**src/rtl/parity_pkg.sv**
```systemverilog
// Shared types and constants for the serial parity accumulator.
package parity_pkg;

  localparam int unsigned DEFAULT_WIDTH = 8;

  typedef enum logic [1:0] {
    IDLE  = 2'd0,
    ACCUM = 2'd1,
    HOLD  = 2'd2
  } state_e;

  // Bits in a frame: data only when generating, data plus received parity when checking.
  function automatic int unsigned frame_len(input int unsigned width, input logic check);
    return width + (check ? 32'd1 : 32'd0);
  endfunction

endpackage

```
**src/rtl/xor2.sv**
```systemverilog
// Two-input XOR gate cell.
module xor2 (
  input  logic X1,
  input  logic X2,
  output logic Y
);

  assign Y = X1 ^ X2;

endmodule

```
**src/rtl/parity_accum.sv**
```systemverilog
// Serial even/odd parity generator and checker with a hold-until-ready result handshake.
module parity_accum
  import parity_pkg::*;
#(
  parameter int unsigned WIDTH = DEFAULT_WIDTH,
  parameter bit          ODD   = 1'b0
) (
  input  logic                        clk,
  input  logic                        rst_n,
  input  logic                        start_i,
  input  logic                        check_i,
  input  logic                        bit_valid_i,
  input  logic                        bit_i,
  input  logic                        parity_ready_i,
  output logic                        busy_o,
  output logic [$clog2(WIDTH+2)-1:0]  bit_count_o,
  output logic                        parity_valid_o,
  output logic                        parity_out_o,
  output logic                        mismatch_o
);

  localparam int unsigned CNT_W = $clog2(WIDTH + 2);

  state_e             state_q, state_d;
  logic               acc_q, acc_d;
  logic               chk_q, chk_d;
  logic [CNT_W-1:0]   cnt_q, cnt_d;
  logic               busy_q, busy_d;
  logic               valid_q, valid_d;
  logic               par_q, par_d;
  logic               mis_q, mis_d;
  logic               acc_xor;
  logic               restart;
  logic [CNT_W-1:0]   cnt_inc;
  logic [CNT_W-1:0]   last_cnt;

  xor2 u_acc_xor (
    .X1 (acc_q),
    .X2 (bit_i),
    .Y  (acc_xor)
  );

  assign cnt_inc  = cnt_q + CNT_W'(1);
  assign last_cnt = CNT_W'(frame_len(WIDTH, chk_q));

  // Next state, accumulator and registered-output values.
  always_comb begin
    state_d = state_q;
    acc_d   = acc_q;
    chk_d   = chk_q;
    cnt_d   = cnt_q;
    restart = 1'b0;

    case (state_q)
      IDLE: begin
        if (start_i) restart = 1'b1;
      end
      ACCUM: begin
        if (start_i) begin
          restart = 1'b1;
        end else if (bit_valid_i) begin
          acc_d = acc_xor;
          cnt_d = cnt_inc;
          if (cnt_inc == last_cnt) state_d = HOLD;
        end
      end
      HOLD: begin
        if (parity_ready_i) begin
          if (start_i) restart = 1'b1;
          else         state_d = IDLE;
        end
      end
      default: state_d = IDLE;
    endcase

    // A start (new, aborting, or back-to-back after handshake) reloads the frame.
    if (restart) begin
      state_d = ACCUM;
      acc_d   = ODD;
      cnt_d   = '0;
      chk_d   = check_i;
    end

    busy_d  = (state_d == ACCUM);
    valid_d = (state_d == HOLD);
    par_d   = (state_d == HOLD) ? acc_d : 1'b0;
    mis_d   = (state_d == HOLD) ? (chk_d & acc_d) : 1'b0;
  end

  always_ff @(posedge clk or negedge rst_n) begin
    if (!rst_n) begin
      state_q <= IDLE;
      acc_q   <= 1'b0;
      chk_q   <= 1'b0;
      cnt_q   <= '0;
      busy_q  <= 1'b0;
      valid_q <= 1'b0;
      par_q   <= 1'b0;
      mis_q   <= 1'b0;
    end else begin
      state_q <= state_d;
      acc_q   <= acc_d;
      chk_q   <= chk_d;
      cnt_q   <= cnt_d;
      busy_q  <= busy_d;
      valid_q <= valid_d;
      par_q   <= par_d;
      mis_q   <= mis_d;
    end
  end

  assign busy_o         = busy_q;
  assign bit_count_o    = cnt_q;
  assign parity_valid_o = valid_q;
  assign parity_out_o   = par_q;
  assign mismatch_o     = mis_q;

endmodule

```
**config.mk**
```make
export PLATFORM = sky130hd
export DESIGN_NAME = parity_accum
export DESIGN_NICKNAME = d
export VERILOG_FILES = /design/src/rtl/parity_pkg.sv /design/src/rtl/xor2.sv /design/src/rtl/parity_accum.sv
export SDC_FILE = /design/constraint.sdc
export NUM_CORES = 1
export LEC_CHECK = 0
export CAP_MARGIN = 20
export CELL_PAD_IN_SITES_DETAIL_PLACEMENT = 0
export CELL_PAD_IN_SITES_GLOBAL_PLACEMENT = 2
export CORE_MARGIN = 3
export CORE_UTILIZATION = 25
export CTS_CLUSTER_DIAMETER = 150
export DETAILED_ROUTE_END_ITERATION = 8
export PLACE_DENSITY = 0.71
export SYNTH_ARGS = -nofsm -noshare
export SYNTH_HDL_FRONTEND = slang
export SYNTH_SLANG_ARGS = --single-unit
```
**constraint.sdc**
```tcl
create_clock -name clk -period 1.6 [get_ports clk]
set_input_delay 0.24 -clock clk [delete_from_list [all_inputs] [get_ports clk]]
set_output_delay 0.24 -clock clk [all_outputs]
set_load 0.1 [all_outputs]
```
======== Yosys cells after proc, flatten, opt, wreduce, memory -nomap -nowiden ========
Index checks and enable logic that the tools add are counted.
operators by class
  bitwise operators ....................... 2
  muxes and demuxes ....................... 22
  reduce and logical (&&, ||, !) cells .... 5
  eq/ne operators ......................... 6
  add/subtract/negate cells ............... 2
operators by type and width
  kind                 count
  $mux 4               4
  $mux 2               6
  $mux 1               10
  $pmux 2 s3           1
  $add 4x1->4 const A  1
  $add 4x1->4 const B  1
  $eq 2x1->1 const B   2
  $eq 2x2->1 const B   2
  $eq 4x4->1           1
  $reduce_bool 2->1    2
  $reduce_and 3->1     1
  $logic_not 2->1      1
  $ne 2x1->1 const B   1
  $pmux 1 s2           1
  $reduce_or 2->1      1
  $and 1x1->1          1
  $xor 1x1->1          1
word-level totals
  input port bits ......................... 7
  word-level logic and storage cells ...... 45
  output and inout port bits .............. 8
  register bits ........................... 12

======== Depth between registers and ports, before layout ========
  word-level depth ........................ 10
  gate-level depth with buffers ........... 5
  depth with buffers taken out ............ 5

======== Hierarchy ========
From an unflattened synthesis, not the netlist that was laid out.
second synthesis, totals
  cell total of the unflattened synthesis .. 48
  area, all modules ....................... 551.8 um^2
modules (own cells, without submodules)
  module        seq. area each (um^2)  cells an instance  area an instance (um^2)  times used
  parity_accum  300.3                  47                 543.0                    1
  xor2          0.0                    1                  8.8                      1

======== Worst setup path before layout ========
OpenSTA, ideal clock, no wires.
  path kind ............................... flip-flop to flip-flop
  from .................................... register cnt_q[0] (netlist: bit_count_o[0])
  to ...................................... register mis_q (netlist: mismatch_o)
  data arrival time ....................... 2.021 ns
  cell stages (with the launch flop) ...... 6
  data required time ...................... 1.505 ns
  setup time .............................. 0.095 ns
  period minus slack after synthesis ...... 2.116 ns
  slack ................................... -0.516 ns
  buffers on the path ..................... 0
  cell sequence ........................... dfrtp_1 > ha_1 > xor2_1 > nor3_1 > a31oi_1 > nor4b_2
on the way
  word-level cells in the longest chain between the ends .. 9
ends and longest elaborated chain
  what                    line                 source
  start, declared         parity_accum.sv:27   logic [CNT_W-1:0] cnt_q, cnt_d;
  start signal, assigned  parity_accum.sv:104  cnt_q <= cnt_d;
  $add 4x1->4             parity_accum.sv:43   assign cnt_inc = cnt_q + CNT_W'(1);
  $eq 4x4->1              parity_accum.sv:64   if (cnt_inc == last_cnt) state_d = HOLD;
  $mux 2                  parity_accum.sv:64
  $mux 2                  parity_accum.sv:61   end else if (bit_valid_i) begin
  $mux 2                  parity_accum.sv:59   if (start_i) begin
  $pmux 2 s3              parity_accum.sv:54   case (state_q)
  $mux 2                  parity_accum.sv:77   if (restart) begin
  $eq 2x2->1              parity_accum.sv:87   mis_d = (state_d == HOLD) ? (chk_d & acc_d) : 1'b0;
  $mux 1                  parity_accum.sv:87
  named net mis_d         parity_accum.sv:31   logic mis_q, mis_d;
  end signal, assigned    parity_accum.sv:108  mis_q <= mis_d;
  end, declared           parity_accum.sv:31
The timed path passes the listed nets, and every way through them passes these cells.
A chain may end at the register's enable or synchronous reset.

======== Worst setup path in the final report ========
  from .................................... register cnt_q[1] (netlist: bit_count_o[1])
  to ...................................... register state_q[0]
on the way
  word-level cells in the longest chain between the ends .. 7
ends and longest elaborated chain
  what                  line                 source
  $add 4x1->4           parity_accum.sv:43
  $eq 4x4->1            parity_accum.sv:64
  $mux 2                parity_accum.sv:64
  $mux 2                parity_accum.sv:61
  $mux 2                parity_accum.sv:59
  $pmux 2 s3            parity_accum.sv:54
  $mux 2                parity_accum.sv:77
  named net state_d[0]  parity_accum.sv:24   state_e state_q, state_d;
  end signal, assigned  parity_accum.sv:101  state_q <= state_d;
  end, declared         parity_accum.sv:24
The timed path passes the listed nets, and every way through them passes these cells.

==> out/results.ini <==
[synth]
ys_seq_elements=12
synth_area_per_cell_um2=11.4
syn_area_um2=547
netlist-cell-type-count=23
yosys_warnings=0
syn-instance-count=48
synthesis.nets=56
yosysSeqAreaShare_pct=54.9

[critical_path]
critPathKind=reg2reg
r2r_start=bit_count_o[1]
end_kind=flip-flop
arrival_ns=1.70
critPathLaunchType=flip-flop
cp_max_fo=2
crit_path_start=bit_count_o[1]
crit_required_ns=1.76

[pwr]
p_seq_share_pct=50.1
p_int_uw=463
ir_drop_mv=0.482
p_sw_share_pct=27.1
p_per_area_nw_per_um2=719
p_total_uw=635
p_leak_uw=0.000357
combPwrFrac_pct=18.7
p_sw_uw=172
pwr-share-clk_pct=31.2

[timing]
clock_skew_ns=0.00166
fin_crit_ns=1.54
drv_slew=0
max_freq_mhz=650
maxSlewHeadroom_pct=62.2
timing.final.crit_share_pct=96.2
finalHoldViolCount=0
setup_viol=0
rsz0062_at_grt=no
worst_pin_slew_ns=0.565

[grt]
grt.total_usage_pct=9.38
grt_pass1_vias=392
grt_max_degree=13
grt_pass1_wl_um=1830
grt-ovfl-total=0
antenna_found_initial=0

[clock_network]
clk_latency_ns=0.27
h-tree-depth=1
cts_num_sinks=12
cts_hold_buf=0
root_buffer=clkbuf_4
cts-buffers-inserted=3
clk_pin_slew_worst_paths_ns=0.08
clockBufferDepth=2
tritoncts=built
post-cts-setup-buffer-count=0
ctsResizeCount=0

[placement]
hpwl_um=892
portBuffers=14
gp_congestion=0.747

[floorplanning]
start_util_pct=27.0
die_h_um=52.8
io_pins=15
die_w_um=52.8
design.die.area_um2=2780
std_cell_rows=16
core_um2=2020

[worst_hold_path]
hold_path.class=in2async

[detailed_routing]
drt_wl_total_um=1140
antenna_left=0
dr.pass1.iters=1
avgRoutedWirePerCell_um=12.0
viasPerCell=4.31
drc=0
via_count=409
drt_iter0_markers=0

[run]
cap_viol_max_count=0

[layout]
nets=77
final_core_util_pct=43.7
synthToLayoutAreaGrowth_pct=61.6
antennaDiodeCount=0
drive_gt1_share_pct=36.8

[run_status]
status=completed

## kinds of logic (layout without fill, tap and decap cells)
family | Yosys count | count (layout) | synth area share [%]
mux | 2 | 2 | 3.89
fa+ha+maj | 1 | 1 | 2.29
flops | 12 | 12 | 54.9
compound gates | 5 | 5 | 6.64
buf+inv | 4 | 24 | 3.66
xor+xnor | 7 | 7 | 11.2
simple gates | 17 | 17 | 17.4
## state kept, by name, indices dropped and copies added (netlist names)
register and count:
acc_q 1, bit_count_o 4, busy_o 1, chk_q 1, mismatch_o 1, parity_out_o 1
parity_valid_o 1, state_q 2
## power groups by stage
stage               Sequential [uW]  Clock (uW)  Combinational (uW)
global route                    319         220                 129
floorplan                       351           0                40.3
CTS                             319         206                 120
global placement                325           0                 119
finish                          318         198                 119
detailed placement              325           0                 119
## final timing paths
check	cells after the start	to	slack (ns)
worst max-delay path	5	state_q[0]	0.06
worst min-delay path	1	busy_o	0.33
worst max register to register	5	state_q[0]	0.06
worst min register to register	1	chk_q	0.57
max in group asynchronous	1	bit_count_o[1]	0.85
min in group clk	1	chk_q	0.57
## layout by cell type, fill, tap and decap left out, types with 2 or more instances in the layout
cell | Yosys | layout
buf_4 | 1 | 4
clkdlybuf4s50_1 | 0 | 6
clkbuf_4 | 0 | 3
dfrtp_4 | 0 | 2
xnor2_1 | 4 | 4
a31o_1 | 2 | 2
inv_1 | 2 | 2
nor2_1 | 7 | 7
xor2_1 | 3 | 3
buf_12 | 0 | 8
dfrtp_1 | 12 | 9
## worst max-delay path: stages (launching register included)
cell and delay [ns]:
dfrtp_4 0.49, ha_4 0.17, xor2_1 0.16, nor3_2 0.22, nand4_1 0.16, a31o_1 0.24
## area by class of cell
class | instances | area, um^2
multi-input combinational | 32 | 256
tap | 27 | 33.8
inverter | 2 | 7.51
clock buffer | 4 | 26.3
fill | 211 | 1140
sequential | 12 | 309
timing repair buffer | 18 | 250
## metrics by stage
stage               hold slack, ns  instances  TNS, ns  instance area (um^2)  setup WS [ns]
finish                       0.328         95        0                   883         0.0611
detailed placement           0.559         91   -0.497                   851         -0.182
global placement             0.554         91   -0.382                   851         -0.145
global route                 0.370         95        0                   883        0.00415
CTS                          0.349         95        0                   877         0.0311
floorplan                  -0.0556         48   -0.258                   579        -0.0906
## cell usage after synthesis
library cell / count / area (um^2)
a21oi_1: 1 / 5.00
a31o_1: 2 / 17.5
mux2i_1: 1 / 10.0
nor2_1: 7 / 26.3
a211oi_1: 1 / 7.51
nand2_2: 1 / 6.26
nand4_1: 1 / 6.26
nand3_1: 1 / 5.00
inv_1: 2 / 7.51
nor4bb_1: 1 / 10.0
nand2_1: 1 / 3.75
nor4b_2: 1 / 15.0
nor2b_1: 1 / 6.26
nor3_1: 2 / 10.0
mux2_2: 1 / 11.3
nand2b_1: 1 / 6.26
buf_2: 1 / 5.00
xor2_1: 3 / 26.3
ha_1: 1 / 12.5
buf_4: 1 / 7.51
dfrtp_1: 12 / 300
xnor2_1: 4 / 35.0
a31oi_1: 1 / 6.26
## per-layer routing
layer | vias up | part of all wire [%] | global-route usage (%)
li1 | 205 | - | -
met4 | 0 | 1.6 | 2.55
met1 | 192 | 47 | 12.6
met3 | 2 | 5.1 | 3.70
met2 | 10 | 46 | 13.8
met5 | - | 0 | 0
(Power assumes the default switching activity.)
==> variant: new RTL, same settings <==
Change the package constant `DEFAULT_WIDTH` from 8 to 4.
--- a/src/rtl/parity_pkg.sv
+++ b/src/rtl/parity_pkg.sv
@@ -2,5 +2,5 @@
 package parity_pkg;
 
-  localparam int unsigned DEFAULT_WIDTH = 8;
+  localparam int unsigned DEFAULT_WIDTH = 4;
 
   typedef enum logic [1:0] {
Ports: changed (resized bit_count_o); port bits go from 15 to 14. The function was not compared with the original's and may differ.
==> variant against the unedited design <==
Worst setup slack better by 0.061 ns. Sequential cell count down 1. Via count down 14%. Design area down 7.6%. Routed wire length down 11%. Total power down 6.0%. Critical path type unchanged. Area after synthesis down 8.7%. Global-route usage up 0.38 points. Largest power group unchanged.
==> variant: results (changes against the unedited design) <==
Routing
  – Wire length on met2: 454 um (was 530 um)
  – Highest layer used for signal routing: met3 (was met4)
  – Met3 routed WL: 84 um (was 58 um)
  – WL per Instance: 11.7 um (was 12.0 um)
  – Via count: 352 (was 409)
  – Met1 Wirelength: 481 um (was 533 um)

Critical path
  – Max incr delay on CP: 0.49 ns (about the same)
  – CP arrival: 1.64 ns (was 1.70 ns)
  – CP Max Fanout: 2 (unchanged)

CTS
  – Clock buffer depth: 2 (unchanged)
  – Clk Latency, worst-skew pair: 0.27 ns (about the same)
  – Clk pin slew, worst setup/hold paths: roughly 0.070 ns
  – Clock Tree Root: clkbuf_4 (unchanged)

Placed design
  – Placed inst area: 782 um^2 (was 851 um^2)
  – Gp weighted congestion: 0.698 (was 0.747)
  – IO Port Bufs: 13 (was 14)
  – Post-DP HPWL: 755 um (was 892 um)
  – Dpl ws: 0.0648 ns (was -0.182 ns)

Worst hold path
  – Worst hold path class: input port to asynchronous set/reset pin (unchanged)

GRT
  – First-pass GRT wire length: 1800 um (was 1830 um)
  – Grt met3 use: 0.0534 (was 0.0370)
  – Vias in the first global route: 384 (was 392)
  – GRT Total Usage: 0.0976 (was 0.0938)
  – Pin count of the biggest net entering global routing: 12 (was 13)
  – Met1 Track Usage GR: 0.126 (about the same)
  – Grt met2 use: 0.139 (was 0.138)
  – Initial antenna violation count: 0 (unchanged)

Yosys
  – Post-Syn Nets: 48 (was 56)
  – Largest cells by area after synthesis: dfrtp_1 (55%), xnor2_1 (5.3%), mux2i_1 (4.0%), nor3_2 (4.0%), a21boi_4 (3.8%) (was dfrtp_1 (55%), xnor2_1 (6.4%), nor2_1 (4.8%), xor2_1 (4.8%), a31o_1 (3.2%))
  – Leading cell types by count after synthesis: dfrtp_1 (11), nor2_1 (5), inv_1 (4) (was dfrtp_1 (12), nor2_1 (7), xnor2_1 (4))
  – Yosys cell types: 17 (was 23)
  – Sequential area share after synthesis: 0.551 (was 0.549)
  – Ys async rst share: 1.00 (unchanged)

Cells and area
  – # diodes: 0 (unchanged)
  – Max reg flops: 3 (was 4)
  – Fraction of layout cells with a size suffix above 1: 0.435 (was 0.368)
  – Layout Nets: 71 (was 77)

Pwr
  – Switching Power: 0.000159 W (was 0.000172 W)
  – Worst vdd ir: 0.000538 V (was 0.000482 V)
  – Lkg Pwr: 0.354 nW (was 0.357 nW)

STA
  – Slew margin rel.: 0.655 (was 0.622)
  – Setup Skew: 0.00468 ns (was 0.00166 ns)

Outcome
  – Run status: complete, no violations (unchanged)
-- variant: changes by cell type in the layout (fill, tap and decap cells not counted), moves of 2 or more --
cell | unedited run | this run
a31o_1 | 2 | 0
a31o_2 | 0 | 2
inv_1 | 2 | 4
nor2_1 | 7 | 5
-- variant: worst paths after layout --
check	end	slack, ns	cells past startpoint
max in group asynchronous	bit_count_o[0]	0.90	1
worst min register to register	chk_q	0.56	2
worst max register to register	state_q[0]	0.12	5
worst max-delay path	state_q[0]	0.12	5
min in group clk	chk_q	0.56	2
worst min-delay path	parity_out_o	0.31	1
-- variant: area by class of cell --
class | count | area (um^2)
timing repair buffer | 18 | 238
multi-input combinational | 25 | 221
clock buffer | 4 | 26.3
fill | 182 | 986
tap | 25 | 31.3
sequential | 11 | 284
inverter | 4 | 15.0
-- variant: cells by family after synthesis --
logic type               Yosys count  synth area share
AND/OR/NAND/NOR                   13             0.183
AO/OA/AOI/OAI                      4            0.0827
flip-flops                        11             0.551
adder cells (fa/ha/maj)            1            0.0251
multiplexers                       2            0.0401
buffers and inverters              4            0.0301
XOR/XNOR                           5            0.0877
-- variant: power groups by stage --
stage | Sequential [W] | Clock, W | Combinational (W)
after CTS | 0.000294 | 0.000201 | 0.000114
final | 0.000293 | 0.000188 | 0.000115
after global routing | 0.000294 | 0.000222 | 0.000123
after global placement | 0.000300 | 0 | 0.000113
after floorplan | 0.000326 | 0 | 0.0000335
after detailed placement | 0.000300 | 0 | 0.000113
-- variant: metrics by stage --
stage / TNS (ns) / std cells
2_1_floorplan: -0.00673 / 40
3_5_place_dp: 0 / 82
6_report: 0 / 87
3_3_place_gp: 0 / 82
5_1_grt: 0 / 87
4_1_cts: 0 / 86
-- variant: timing repair --
item / 4_1_cts / 5_1_grt
hold buffers: 0 / 0
setup buffers: 0 / 1
setup endpoints to repair: 0 / 2
